## src/rtl/fp_div_iter.sv

```systemverilog
`default_nettype none
// ============================================================================
// fp_div_iter : iterative IEEE754 single-precision divider, one quotient bit
//               per cycle, truncating, with denormal flush and status flags.
// Revision    : 1.0
// ============================================================================
module fp_div_iter (
  input  logic        clk,
  input  logic        rst_n,
  input  logic [31:0] A,
  input  logic [31:0] B,
  input  logic        start,
  output logic        busy,
  output logic        done,
  output logic [31:0] result,
  output logic        overflow,
  output logic        underflow,
  output logic        div_by_zero
);

  typedef enum logic [1:0] {
    IDLE = 2'd0,
    DIV  = 2'd1,
    NORM = 2'd2,
    DONE = 2'd3
  } state_t;

  localparam logic [4:0] C_LAST_ITER = 5'd24;

  state_t      r_state;
  state_t      w_next_state;

  logic        r_sign;
  logic [7:0]  r_exp_a;
  logic [7:0]  r_exp_b;
  logic [22:0] r_frac_b;
  logic [24:0] r_rem;
  logic [24:0] r_q;
  logic [4:0]  r_cnt;

  logic        w_in_zero;
  logic [24:0] w_sb;
  logic        w_ge;
  logic [24:0] w_sel;
  logic [9:0]  w_e;
  logic [22:0] w_frac;
  logic        w_ovf;
  logic        w_unf;

  assign busy = (r_state != IDLE);
  assign done = (r_state == DONE);

  // Zero-operand decision must use the live inputs: capture happens on the same edge.
  assign w_in_zero = (A[30:23] == 8'd0) || (B[30:23] == 8'd0);

  // Restoring step: partial remainder stays below SB, so the shifted value fits 25 bits.
  assign w_sb  = {2'b01, r_frac_b};
  assign w_ge  = (r_rem >= w_sb);
  assign w_sel = w_ge ? (r_rem - w_sb) : r_rem;

  assign w_e    = {2'b00, r_exp_a} - {2'b00, r_exp_b} + (r_q[24] ? 10'd127 : 10'd126);
  assign w_frac = r_q[24] ? r_q[23:1] : r_q[22:0];
  assign w_ovf  = !w_e[9] && (w_e[8:0] >= 9'd255);
  assign w_unf  = w_e[9] || (w_e == 10'd0);

  always_ff @(posedge clk or negedge rst_n) begin
    if (!rst_n) begin
      r_state <= IDLE;
    end else begin
      r_state <= w_next_state;
    end
  end

  always_comb begin
    w_next_state = r_state;
    case (r_state)
      IDLE: begin
        if (start) begin
          w_next_state = w_in_zero ? NORM : DIV;
        end
      end
      DIV: begin
        if (r_cnt == C_LAST_ITER) begin
          w_next_state = NORM;
        end
      end
      NORM:    w_next_state = DONE;
      DONE:    w_next_state = IDLE;
      default: w_next_state = IDLE;
    endcase
  end

  always_ff @(posedge clk or negedge rst_n) begin
    if (!rst_n) begin
      r_sign      <= 1'b0;
      r_exp_a     <= 8'd0;
      r_exp_b     <= 8'd0;
      r_frac_b    <= 23'd0;
      r_rem       <= 25'd0;
      r_q         <= 25'd0;
      r_cnt       <= 5'd0;
      result      <= 32'd0;
      overflow    <= 1'b0;
      underflow   <= 1'b0;
      div_by_zero <= 1'b0;
    end else begin
      case (r_state)
        IDLE: begin
          if (start) begin
            r_sign      <= A[31] ^ B[31];
            r_exp_a     <= A[30:23];
            r_exp_b     <= B[30:23];
            r_frac_b    <= B[22:0];
            r_rem       <= {2'b01, A[22:0]};
            r_q         <= 25'd0;
            r_cnt       <= 5'd0;
            result      <= 32'd0;
            overflow    <= 1'b0;
            underflow   <= 1'b0;
            div_by_zero <= 1'b0;
          end
        end
        DIV: begin
          r_q   <= {r_q[23:0], w_ge};
          r_rem <= {w_sel[23:0], 1'b0};
          r_cnt <= r_cnt + 5'd1;
        end
        NORM: begin
          overflow    <= 1'b0;
          underflow   <= 1'b0;
          div_by_zero <= 1'b0;
          // A zero divisor wins over a zero dividend, so 0/0 yields infinity.
          if (r_exp_b == 8'd0) begin
            div_by_zero <= 1'b1;
            result      <= {r_sign, 8'hFF, 23'd0};
          end else if (r_exp_a == 8'd0) begin
            result      <= {r_sign, 31'd0};
          end else if (w_ovf) begin
            overflow    <= 1'b1;
            result      <= {r_sign, 8'hFF, 23'd0};
          end else if (w_unf) begin
            underflow   <= 1'b1;
            result      <= {r_sign, 31'd0};
          end else begin
            result      <= {r_sign, w_e[7:0], w_frac};
          end
        end
        default: begin
        end
      endcase
    end
  end

endmodule
`default_nettype wire
```

## config.mk

```make
export PLATFORM = sky130hd
export DESIGN_NAME = fp_div_iter
export DESIGN_NICKNAME = d
export VERILOG_FILES = /design/src/rtl/fp_div_iter.sv
export SDC_FILE = /design/constraint.sdc
export NUM_CORES = 1
export LEC_CHECK = 0
export CORE_MARGIN = 1
export CORE_UTILIZATION = 40
export DETAILED_ROUTE_END_ITERATION = 8
export PLACE_DENSITY = 0.66
export SETUP_SLACK_MARGIN = 0.3
export SYNTH_ARGS = -nofsm -noshare
export SYNTH_HDL_FRONTEND = slang
export SYNTH_SLANG_ARGS = --single-unit
```

## constraint.sdc

```tcl
create_clock -name clk -period 3.39 [get_ports clk]
set_input_delay 0.678 -clock clk [delete_from_list [all_inputs] [get_ports clk]]
set_output_delay 0.678 -clock clk [all_outputs]
set_load 0.02 [all_outputs]
```

==> flow_summary.rst <==
.. list-table::
   :header-rows: 1

   * - Metric
     - Value
   * - Result of the run
     - completed
   * - Final period demand of the worst path
     - 3.21 ns
   * - Setup repair after global routing missed its margin
     - true
   * - Net count after synthesis
     - between 800 and 900
   * - Yosys warns
     - 0
   * - Final antenna-violating net count
     - 0
   * - Setup ws final
     - 0.177 ns
   * - Sequential-to-total area share from yosys stat
     - 43.2%
   * - Most frequent standard cell in the layout excluding fill and tap cells
     - dfrtp_1
   * - Pre-CTS setup slack
     - 0.0444 ns
   * - Clock group share of total power
     - between 10% and 20%
   * - Total count of max-transition violations in the final report
     - 0
   * - Largest clock skew in the final design
     - between 0.008 and 0.009 ns
   * - Final worst-path cycle share
     - ~95%
   * - Synth async-reset ratio
     - 100%
   * - Upper clock frequency limit
     - 0.311 GHz
   * - Initial core utilization
     - about 40%
   * - CTS tree
     - done
   * - Number of clock buffers inserted by TritonCTS
     - 17
   * - Worst setup path end
     - result[13]$_DFFE_PN0P_
   * - Worst hold path type
     - in2async
   * - Clock latency on the worst-skew pair
     - 0.42 ns
   * - Reg2reg end
     - result[13]$_DFFE_PN0P_
   * - Final Setup Violations
     - 0
   * - Syn_area_per_cell
     - around 10 sq um
   * - Kind of launch point of the worst setup path
     - register
   * - Global-route wire length before repair
     - slightly above 30 mm
   * - Total of max-cap violations
     - 0
   * - Metal3 WL
     - about 700 microns
   * - Power density over cell area
     - between 1000 and 1500 nW/um^2
   * - Number of sinks on the clock net
     - around 130
   * - DRC marker count from the first detailed-route iteration
     - 288
   * - Share of power burned in registers
     - a little over a fifth
   * - Flop-to-flop setup slack
     - 0.18 ns
   * - Top layer in use
     - met4
   * - Distinct cells, synth
     - 64
   * - Leak pwr
     - 4.31 nW
   * - Clock root buffer
     - clkbuf_16
   * - Clock transition time at the flip-flop clock pins of the worst setup and hold paths
     - ~0.06 ns
   * - Post-DR wirelength/cell
     - between 15 and 20 microns
   * - Peak VDD IR
     - 0.526 mV
   * - Kind of end point of the critical path
     - register
   * - Die extent in x
     - around 140 microns
   * - # rows
     - 50
   * - Routed metal-1 wire length
     - about 8.3 mm
   * - Number of levels in the clock H-tree
     - 4
   * - Data required time of the critical path
     - 3.74 ns
   * - Share of power burned in combinational logic
     - 63.2%
   * - Synth Register Bits
     - roughly 130
   * - Critical Path Fanout Max
     - 6
   * - Worst flop-to-flop path startpoint
     - r_exp_a[0]$_DFFE_PN0P_
   * - DIE AREA
     - 19,700 sq um
   * - Initial DRT Pass Iterations
     - 5
   * - Total via count in the routed design
     - 6,131
   * - Cell internal pwr
     - 6.79 mW
   * - Worst relative slew slack
     - 46.6%
   * - Net Sw Frac
     - approximately 44%
   * - Count of input and output buffers
     - 103
   * - Final standard cell utilization of the core
     - between 50% and 60%
   * - Average via count per standard cell
     - 5.46
   * - Top library cells by usage in the layout, fill and taps aside
     - dfrtp_1, clkdlybuf4s50_1, nand2_1
   * - Gate count after technology mapping
     - 750
   * - Net Switching
     - 5.42 mW
   * - Max clock buf depth
     - 2
   * - Area growth syn-to-layout
     - 29.2%
   * - CP startpoint
     - r_exp_a[0]$_DFFE_PN0P_
   * - Crit path DAT
     - around 3.6 ns
   * - Total length of routed met2 wires
     - between 9 and 10 mm
   * - Count of inserted antenna diode cells
     - 0
   * - Height of the die
     - 140 microns
   * - Number of ports placed on the die boundary
     - around 100
   * - Setup TNS after final layout
     - 0 ns
   * - Share of layout cells above drive strength 1
     - between 15 and 20%
   * - Most used flip-flop cell after synthesis
     - dfrtp_1
   * - Final hold violations
     - 0
   * - GR Overflow Total
     - 0
   * - Global router's overall resource usage
     - a little under 20%
   * - Critical path class
     - reg2reg
   * - Largest net degree at the start of global routing
     - 67
   * - Final HPWL DP
     - 12.8 mm
   * - CORE AREA
     - approximately 19,000 sq um
   * - Gp weighted congestion
     - roughly 0.84
   * - Net count of the finished layout
     - roughly 1,000
   * - Number of cells on the worst reg-to-reg path
     - 12
   * - Number of enable-type register cells in the synthesized netlist
     - 0
   * - Post-detailed-routing wire length
     - approximately 19 mm
   * - Number of antenna violations at the first check in global routing
     - 0
   * - Vias in the first global route
     - around 6,000
   * - Post-CTS Hold Buffers
     - 0
   * - Summed instance area of the synthesized netlist
     - between 7000 and 8000 sq um
   * - DRC violation count after routing
     - 0
   * - Slew at the pin with the worst max-slew slack
     - roughly 0.8 ns
## synth_stat cells, drive strengths merged (14+ instances only)
| master | instances | share of area (%) |
|---|---|---|
| a22o | 26 | 3.0 |
| nand2 | 62 | 3.0 |
| dfrtp | 132 | 43 |
| a22oi | 20 | 2.0 |
| inv | 51 | 2.5 |
| nor2 | 32 | 1.6 |
| mux2i | 42 | 5.5 |
| xor2 | 14 | 1.6 |
| mux2 | 39 | 5.7 |
| a21oi | 38 | 2.5 |
| clkbuf | 23 | 1.1 |
| xnor2 | 19 | 2.2 |
| o21ai | 65 | 5.2 |
| ha | 39 | 6.4 |
## worst min-delay path by stage
| stage | start | endpoint | depth (start not counted) |
|---|---|---|---|
| floorplan | rst_n | div_by_zero$_DFFE_PN0P_ | 0 |
| global placement | result[2]$_DFFE_PN0P_ | result[2]$_DFFE_PN0P_ | 2 |
| detailed placement | result[18]$_DFFE_PN0P_ | result[18]$_DFFE_PN0P_ | 2 |
| CTS | rst_n | r_frac_b[11]$_DFFE_PN0P_ | 1 |
| global route | rst_n | r_rem[11]$_DFFE_PN0P_ | 1 |
| finish | rst_n | r_frac_b[11]$_DFFE_PN0P_ | 1 |
## power groups by stage
stage,logic [mW],clock network [mW],registers (mW)
finish,7.71,1.85,2.65
global route,8.49,1.95,2.73
CTS,7.57,1.89,2.65
detailed placement,7.05,0,2.67
global placement,6.95,0,2.65
floorplan,5.27,0,2.63
## area by class of cell
cell class / instances / area, sq um
Tap cell: 234 / 293
Fill cell: 1696 / 8830
Timing Repair Buffer: 133 / 1290
Clock inverter: 14 / 153
Inverter: 51 / 191
Multi-Input combinational cell: 540 / 4200
Sequential cell: 132 / 3300
Clock buffer: 18 / 439
## worst max-delay path, stage by stage (launching register included)
cell and delay [ns]:
dfrtp_1 0.38, inv_1 0.06, ha_2 0.18, inv_2 0.04, fa_2 0.36, a21o_1 0.21
a21o_2 0.25, a311oi_4 0.33, o21ai_4 0.13, nor4_4 0.32, nor3_4 0.11, or4b_4 0.63
o21ai_1 0.14
## metrics by stage
step           instance area (sq um)  instances  total power, mW  hold slack, ns
2_1_floorplan                   7670        750             7.90           0.382
3_3_place_gp                    9080       1079             9.60           0.461
3_5_place_dp                    9080       1079             9.72           0.466
4_1_cts                         9810       1120             12.1           0.267
5_1_grt                         9870       1122             13.2           0.288
6_report                        9870       1122             12.2           0.247
## state kept, by name, indices dropped and copies added (netlist names)
name and flops:
r_exp_b 8, r_cnt 5, r_rem 25, result 32, r_sign 1, r_q 25
div_by_zero 1, underflow 1, r_exp_a 8, r_frac_b 23, r_state 2, overflow 1
## metal layers
| metal | up-vias | GRT usage (%) |
|---|---|---|
| met3 | 30 | 4.10 |
| li1 | 2990 | - |
| met2 | 145 | 32.3 |
| met5 | - | 0 |
| met4 | 0 | 8.16 |
| met1 | 2966 | 25.1 |
## kinds of logic (layout without fill, tap and decap cells)
logic type,Yosys count,in the layout,share of synthesized area (%)
XOR/XNOR,33,33,3.78
flip-flops,132,132,43.2
AO/OA/AOI/OAI,219,219,20.2
multiplexers,81,81,11.3
buffers and inverters,81,216,4.27
AND/OR/NAND/NOR,163,166,10.4
adder cells (fa/ha/maj),41,41,6.91
## repair_timing
| action | CTS | global route |
|---|---|---|
| cloned | 3 | 0 |
| pin swaps | 24 | 18 |
| buffers inserted | 6 | 2 |
| gates resized for setup | 18 | 13 |
| setup endpoints to repair | 23 | 53 |
No activity file was read; power rests on OpenSTA's default activity.
